[src/rtl/cntr_updown_n.sv]
// Parametrised up/down counter with wrap/saturate modes, terminal-count pulse and sticky flags.
// Optional enable prescaler is built only when CNTR_PRESCALE_EN is defined.
module cntr_updown_n #(
  parameter int WIDTH    = 8,
  parameter int MAX_VAL  = 2**WIDTH-1,
  parameter int PRESCALE = 4
) (
  input  logic             clk,
  input  logic             rst,
  input  logic             clr,
  input  logic             en,
  input  logic             up,
  input  logic             load,
  input  logic [WIDTH-1:0] load_val,
  input  logic             sat_mode,
  input  logic             flag_clr,
  output logic [WIDTH-1:0] count,
  output logic             tc,
  output logic             ovf,
  output logic             unf
);

  localparam logic [WIDTH-1:0] MAX = MAX_VAL[WIDTH-1:0];

  logic [WIDTH-1:0] count_reg, count_next;
  logic             tc_reg, tc_next;
  logic             ovf_reg, ovf_next;
  logic             unf_reg, unf_next;
  logic             tick;
  logic             step;
  logic             at_max;
  logic             at_zero;
  logic [WIDTH-1:0] load_clamped;

`ifdef CNTR_PRESCALE_EN
  localparam int PW = (PRESCALE > 1) ? $clog2(PRESCALE) : 1;
  localparam logic [PW-1:0] PRE_LAST = PW'(PRESCALE - 1);

  logic [PW-1:0] pre_reg, pre_next;

  assign tick = (pre_reg == PRE_LAST);

  // The prescaler only advances on enabled cycles that are not overridden by clr/load.
  always_comb begin
    pre_next = pre_reg;
    if (clr || load)
      pre_next = '0;
    else if (en)
      pre_next = tick ? '0 : pre_reg + 1'b1;
  end

  always_ff @(posedge clk or posedge rst) begin
    if (rst)
      pre_reg <= '0;
    else
      pre_reg <= pre_next;
  end
`else
  // Without the prescaler every enabled cycle steps; PRESCALE is otherwise unused.
  assign tick = (PRESCALE >= 1);
`endif

  assign step         = en && tick;
  assign at_max       = (count_reg == MAX);
  assign at_zero      = (count_reg == '0);
  assign load_clamped = (load_val > MAX) ? MAX : load_val;

  always_comb begin
    count_next = count_reg;
    tc_next    = 1'b0;
    ovf_next   = ovf_reg && !flag_clr;
    unf_next   = unf_reg && !flag_clr;
    if (clr) begin
      count_next = '0;
    end else if (load) begin
      count_next = load_clamped;
    end else if (step) begin
      if (up) begin
        if (at_max) begin
          tc_next    = 1'b1;
          ovf_next   = 1'b1;
          count_next = sat_mode ? MAX : '0;
        end else begin
          count_next = count_reg + 1'b1;
        end
      end else begin
        if (at_zero) begin
          tc_next    = 1'b1;
          unf_next   = 1'b1;
          count_next = sat_mode ? '0 : MAX;
        end else begin
          count_next = count_reg - 1'b1;
        end
      end
    end
  end

  always_ff @(posedge clk or posedge rst) begin
    if (rst) begin
      count_reg <= '0;
      tc_reg    <= 1'b0;
      ovf_reg   <= 1'b0;
      unf_reg   <= 1'b0;
    end else begin
      count_reg <= count_next;
      tc_reg    <= tc_next;
      ovf_reg   <= ovf_next;
      unf_reg   <= unf_next;
    end
  end

  assign count = count_reg;
  assign tc    = tc_reg;
  assign ovf   = ovf_reg;
  assign unf   = unf_reg;

endmodule

[config.mk]
export PLATFORM = sky130hd
export DESIGN_NAME = cntr_updown_n
export DESIGN_NICKNAME = d
export VERILOG_FILES = /design/src/rtl/cntr_updown_n.sv
export SDC_FILE = /design/constraint.sdc
export NUM_CORES = 1
export LEC_CHECK = 0
export ABC_AREA = 1
export CAP_MARGIN = 20
export CORE_MARGIN = 2
export CORE_UTILIZATION = 35
export CTS_CLUSTER_DIAMETER = 80
export DETAILED_ROUTE_END_ITERATION = 16
export SKIP_CTS_REPAIR_TIMING = 1
export SYNTH_ARGS = -nofsm -noshare
export SYNTH_HDL_FRONTEND = slang
export SYNTH_SLANG_ARGS = --single-unit
[constraint.sdc]
create_clock -name clk -period 1.8 [get_ports clk]
set_input_delay 0.36 -clock clk [delete_from_list [all_inputs] [get_ports clk]]
set_output_delay 0.36 -clock clk [all_outputs]
set_load 0.01 [all_outputs]
# Word-level counts from Yosys, hierarchy flattened
# Index checks and enable logic that the tools add are counted.
[classes]
addsub = 2
order_cmp = 1
eq_ne = 1
mux = 25
reduce_logical = 5
[ops]
columns = ["cell", "n"]
rows = [
  ["8-bit two-way mux", 9],
  ["1-bit two-way mux", 16],
  ["8-bit by 1-bit adder with 8-bit output, second input constant", 1],
  ["8-bit == test, second input constant", 1],
  ["8-bit greater-than comparator, second input constant", 1],
  ["8-bit logical NOT", 1],
  ["8-bit by 1-bit subtractor with 8-bit output, second input constant", 1],
  ["3-bit nonzero test", 1],
  ["1-bit logical AND", 2],
  ["1-bit logical NOT", 1],
]
[totals]
regBits = 11
inputBits = 16
out_inout_bits = 11

# Depth between registers and ports, before layout
[depth]
word_depth = 7
mapped_depth = 10

# Worst setup path after synthesis
# No wires, ideal clock.
[synth_path]
path_kind = "register -> register"
start = "register count_reg[0], in the netlist count[0]"
end = "register count_reg[3], in the netlist count[3]"
setup_time_ps = 116
arrival_ps = 1319
required_time_ps = 1684
slack_ps = 364
path_stages_with_launch = 11
synth_period_minus_slack_ps = 1436
cell_sequence = "dfrtp_1 inv_1 ha_1 nand2_1 nor2_4 inv_2 nand3_1 nand2_1 nand3_1 nand2_1 nand2_1"
[synth_between]
elab_chain_len = 6
elab_cells_between_ends = 10
classes_between = "2 x add/sub; 1 x eq/ne; 6 x mux; 1 x reduce/logical"
[synth_lines]
columns = ["item", "line_no", "source"]
rows = [
  ["start, declared", "25", "logic [WIDTH-1:0] count_reg, count_next;"],
  ["start signal, assigned", "105", "count_reg <= count_next;"],
  ["8-bit by 1-bit subtractor with 8-bit output, or another cell as far along", "92", "count_next = count_reg - 1'b1;"],
  ["8-bit two-way mux (on tied branches)", "87, 79", ""],
  ["8-bit two-way mux (*)", "78", "if (up) begin"],
  ["8-bit two-way mux (*)", "77", "end else if (step) begin"],
  ["8-bit two-way mux (*)", "75", "end else if (load) begin"],
  ["8-bit two-way mux (*)", "73", "if (clr) begin"],
]
# Mark *: on every way between the ends. The rest lies on a longest branch, timed or not. The select of a mux whose other input is x is not followed.
# A chain may end at the register's enable or synchronous reset.

# Final worst setup path
[layout_path]
start = "register count_reg[0], in the netlist count[0]"
end = "output port count[0]"
[layout_lines]
columns = ["item", "line_no", "source"]
rows = [
  ["end, declared", "17", "output logic [WIDTH-1:0] count,"],
]
# No word-level cell between the ends.

==> flow_summary_export.csv <==
group,metric,value,unit
global_routing,antenna_found_initial,0,
synth,netlist-cell-type-count,25,
floorplanning,start_util,0.365,
placement,io_buffer_count,26,
floorplanning,chipHeight,60.2,µm
run,max_cap_violations,0,
setup_path,worst-endpoint-required,1.44,ns
power_and_ir_drop,powerDensity,569,nW/µm²
final_layout,antenna_cells,0,
clock_network,htree_num_levels,1,
placement,dp.cells,249,
final_layout,final.fill_count,315,
clock_network,clock-root-buffer,"sky130_fd_sc_hd__clkbuf_4",
synth,syn_nets,199,
routing,vias,1262,
synth,synth.yosys.seq_area_share,0.249,
synth,synth_top_cell_area_share,0.255,
synth,synth_top_family_by_area,"simple AND/OR/NAND/NOR gates",
global_routing,largest_net_degree_at_the_start_of_global_routing,12,
setup_path,worst_r2r_dst,"count[3]$_DFFE_PP0P_",
synth,synth_area_per_cell,6.14,µm²
setup_path,reg2regPathDepth,10,
clock_network,clock_tree_from_tritoncts,"done",
setup_path,critical-path-slowest-cell,"sky130_fd_sc_hd__clkdlybuf4s50_1",
floorplanning,dieArea,3630,µm²
routing,top_layer_used,"met4",
setup_path,classification_of_the_worst_setup_path,"reg2out",
floorplanning,die_width,60.2,µm
sta,setup_tns_after_final_layout,0,ns
global_routing,global_route_wire_length_before_repair,5.12,mm
global_routing,grt_overflow,0,
sta,final_min_period_over_clock_period,0.975,
synth,synth_simple_gate_area_share,0.529,
synth,fraction_of_synthesized_cell_area_in_xor_and_xnor_cells,0.0158,
routing,vias_per_cell,4.99,
synth,netlist.top_cell.by_area,"sky130_fd_sc_hd__nand2_1",
setup_path,start_kind,"register",
placement,globalplace.congestion,0.938,
global_routing,gr-usage-all-layers,0.192,
sta,rsz0062_at_grt,"false",
sta,hold_ws,0.377,ns
routing,drc,0,
setup_path,cp_num_buf_inv,2,
setup_path,wp_data_arrival,1.40,ns
final_layout,finish.cell_count_without_fillers,253,
worst_hold_path,worstHoldPathType,"in2async",
routing,dr.pass1.iters,4,
setup_path,crit_chain,"buf_4, clkdlybuf4s50_1",
routing,met2WireLength,1.54,mm
floorplanning,num_rows,20,
clock_network,clockBufferDepth,2,
sta,timing.final.setup_violations,0,
synth,synth.cells.most_frequent,"sky130_fd_sc_hd__nand2_1 (75), sky130_fd_sc_hd__nand3_1 (27), sky130_fd_sc_hd__inv_1 (14), sky130_fd_sc_hd__dfrtp_1 (11), sky130_fd_sc_hd__nor2_1 (11)",
final_layout,syn2layout_area_growth,30.5,%
routing,routed-wl-met3,197,µm
routing,routed_wire_length_per_instance,12.9,µm
synth,post_synth_inst_count,180,
clock_network,cts_buffers,3,
floorplanning,io_pins,27,
synth,ys_warn_count,0,
synth,asyncSetResetFlopFracSynth,1.00,
final_layout,nets_final,229,
setup_path,cp-end-kind,"output pin",
routing,postRouteAntennaNets,0,
sta,final.min_clock_period,1.76,ns
clock_network,clock_latency,0.27,ns
final_layout,largest_register_ffs,8,
routing,post_route_wl,3.26,mm
power_and_ir_drop,power.leakage,0.716,nW
synth,synth-main-ff-cell,"sky130_fd_sc_hd__dfrtp_1",
placement,hpwl,2.58,mm
synth,synth_compound_gate_area_share,0.0656,
routing,met1_length,1.47,mm
floorplanning,standard_cell_core_area,3030,µm²
global_routing,grt_pass1_vias,1161,
synth,mappedNetlistArea,1110,µm²
setup_path,timing.critical_path.max_delay_family,"buffers and inverters",
setup_path,cp_slowest_stage_delay,0.53,ns
routing,drc_violation_total_after_the_first_tritonroute_iteration,56,
sta,report.final.slew_viol_count,0,
setup_path,worstReg2RegStart,"count[0]$_DFFE_PP0P_",
sta,final_hold_viol_count,0,
synth,postSynthRegisterBits,11,
sta,maximum_frequency_from_static_timing_analysis,570,MHz
sta,worstMarginPinSlew,0.443,ns
clock_network,cts.clk_slew.worst_paths,0.08,ns
synth,yosys.area_share.adder,0.0339,
synth,netlist_top_cells_area,"sky130_fd_sc_hd__nand2_1 (25%), sky130_fd_sc_hd__dfrtp_1 (25%), sky130_fd_sc_hd__nand3_1 (12%)",
setup_path,reg2reg_slack,0.16,ns
power_and_ir_drop,power.ir.vdd_worst,0.338,mV
synth,synthMuxAreaShare,0,
synth,number_of_enable_type_register_cells_in_the_synthesized_netlist,0,
outcome,status,"complete, no violations",
setup_path,critical_path.max_fanout,5,
sta,timing.clock.skew,0.0123,ns
sta,timing.max_slew.rel_slack,0.704,
clock_network,cts_sinks,11,
final_layout,final_layout_size_suffix_gt1_frac,0.158,
synth,most_numerous_cell_in_the_yosys_netlist,"sky130_fd_sc_hd__nand2_1",
-- routing by layer --
| metal | track usage | vias to the layer above |
|---|---|---|
| li1 | - | 626 |
| met1 | 0.261 | 584 |
| met2 | 0.300 | 46 |
| met3 | 0.0433 | 6 |
| met4 | 0.0603 | 0 |
| met5 | 0 | - |
-- report_power, final --
part,internal (mW),switching [mW],total (mW)
Combinational,0.149,0.194,0.343
Clock,0.0858,0.0844,0.170
Sequential,0.266,0.0430,0.309
-- worst max-delay path by stage --
stage,startpoint,end,slack [ns],cells past startpoint
floorplan,count[0]$_DFFE_PP0P_,count[3]$_DFFE_PP0P_,0.36,10
global placement,clr,tc$_DFF_PP0_,0.21,5
detailed placement,clr,ovf$_DFF_PP0_,0.15,5
CTS,count[5]$_DFFE_PP0P_,count[5],-0.02,1
global route,count[0]$_DFFE_PP0P_,count[0],0.002,2
finish,count[0]$_DFFE_PP0P_,count[0],0.04,2
-- kinds of logic (layout without fill, tap and decap cells) --
logic type | after synthesis | after routing
and+or+nand+nor | 129 | 129
adders and majority gates | 3 | 3
AOI/OAI and AO/OA | 10 | 10
xor gates and xnor gates | 2 | 2
DFF | 11 | 11
buffers and inverters | 25 | 54
-- layout make-up --
type,instances,area [µm²],area share
multi-input combinational,144,713,0.494
timing repair buffer,30,290,0.201
sequential,11,282,0.195
inverter,20,77.6,0.0537
tap,44,55.1,0.0381
clock buffer,4,26.3,0.0182
-- worst register-to-register path, cell delays in order (launching register included) --
cell,delay (ns)
sky130_fd_sc_hd__dfrtp_1,0.44
sky130_fd_sc_hd__inv_1,0.18
sky130_fd_sc_hd__ha_1,0.18
sky130_fd_sc_hd__nand2_1,0.09
sky130_fd_sc_hd__nor2_4,0.19
sky130_fd_sc_hd__inv_2,0.11
sky130_fd_sc_hd__nand3_1,0.09
sky130_fd_sc_hd__nand2_1,0.07
sky130_fd_sc_hd__nand3_1,0.12
sky130_fd_sc_hd__nand2_1,0.06
sky130_fd_sc_hd__nand2_1,0.05
-- metrics by stage --
stage	total power [mW]	setup WS [ns]	instance area (µm²)	util
after floorplan	0.523	0.364	1110	-
after global placement	0.646	0.209	1410	0.466
after detailed placement	0.651	0.150	1410	0.466
after CTS	0.825	-0.0173	1440	0.475
after global routing	0.875	0.00245	1440	0.477
final	0.822	0.0445	1440	0.477
-- placed cells by master, fill, tap and decap left out, types with 2 or more instances in the layout --
master / Yosys / final
sky130_fd_sc_hd__clkinv_1: 2 / 2
sky130_fd_sc_hd__o21ai_0: 4 / 4
sky130_fd_sc_hd__nand2_2: 3 / 3
sky130_fd_sc_hd__nand3_2: 2 / 2
sky130_fd_sc_hd__nand4_1: 2 / 2
sky130_fd_sc_hd__nor2_2: 4 / 4
sky130_fd_sc_hd__inv_1: 14 / 14
sky130_fd_sc_hd__nor2_1: 11 / 11
sky130_fd_sc_hd__nor2_4: 3 / 3
sky130_fd_sc_hd__xor2_1: 2 / 2
sky130_fd_sc_hd__ha_1: 3 / 3
sky130_fd_sc_hd__nand2_1: 75 / 75
sky130_fd_sc_hd__clkbuf_4: 0 / 3
sky130_fd_sc_hd__nand3_1: 27 / 27
sky130_fd_sc_hd__buf_4: 1 / 4
sky130_fd_sc_hd__dfrtp_1: 11 / 6
sky130_fd_sc_hd__o21ai_2: 3 / 3
sky130_fd_sc_hd__clkdlybuf4s50_1: 0 / 26
sky130_fd_sc_hd__dfrtp_2: 0 / 5
sky130_fd_sc_hd__inv_2: 3 / 3
Power figures use the tool's default switching activity.
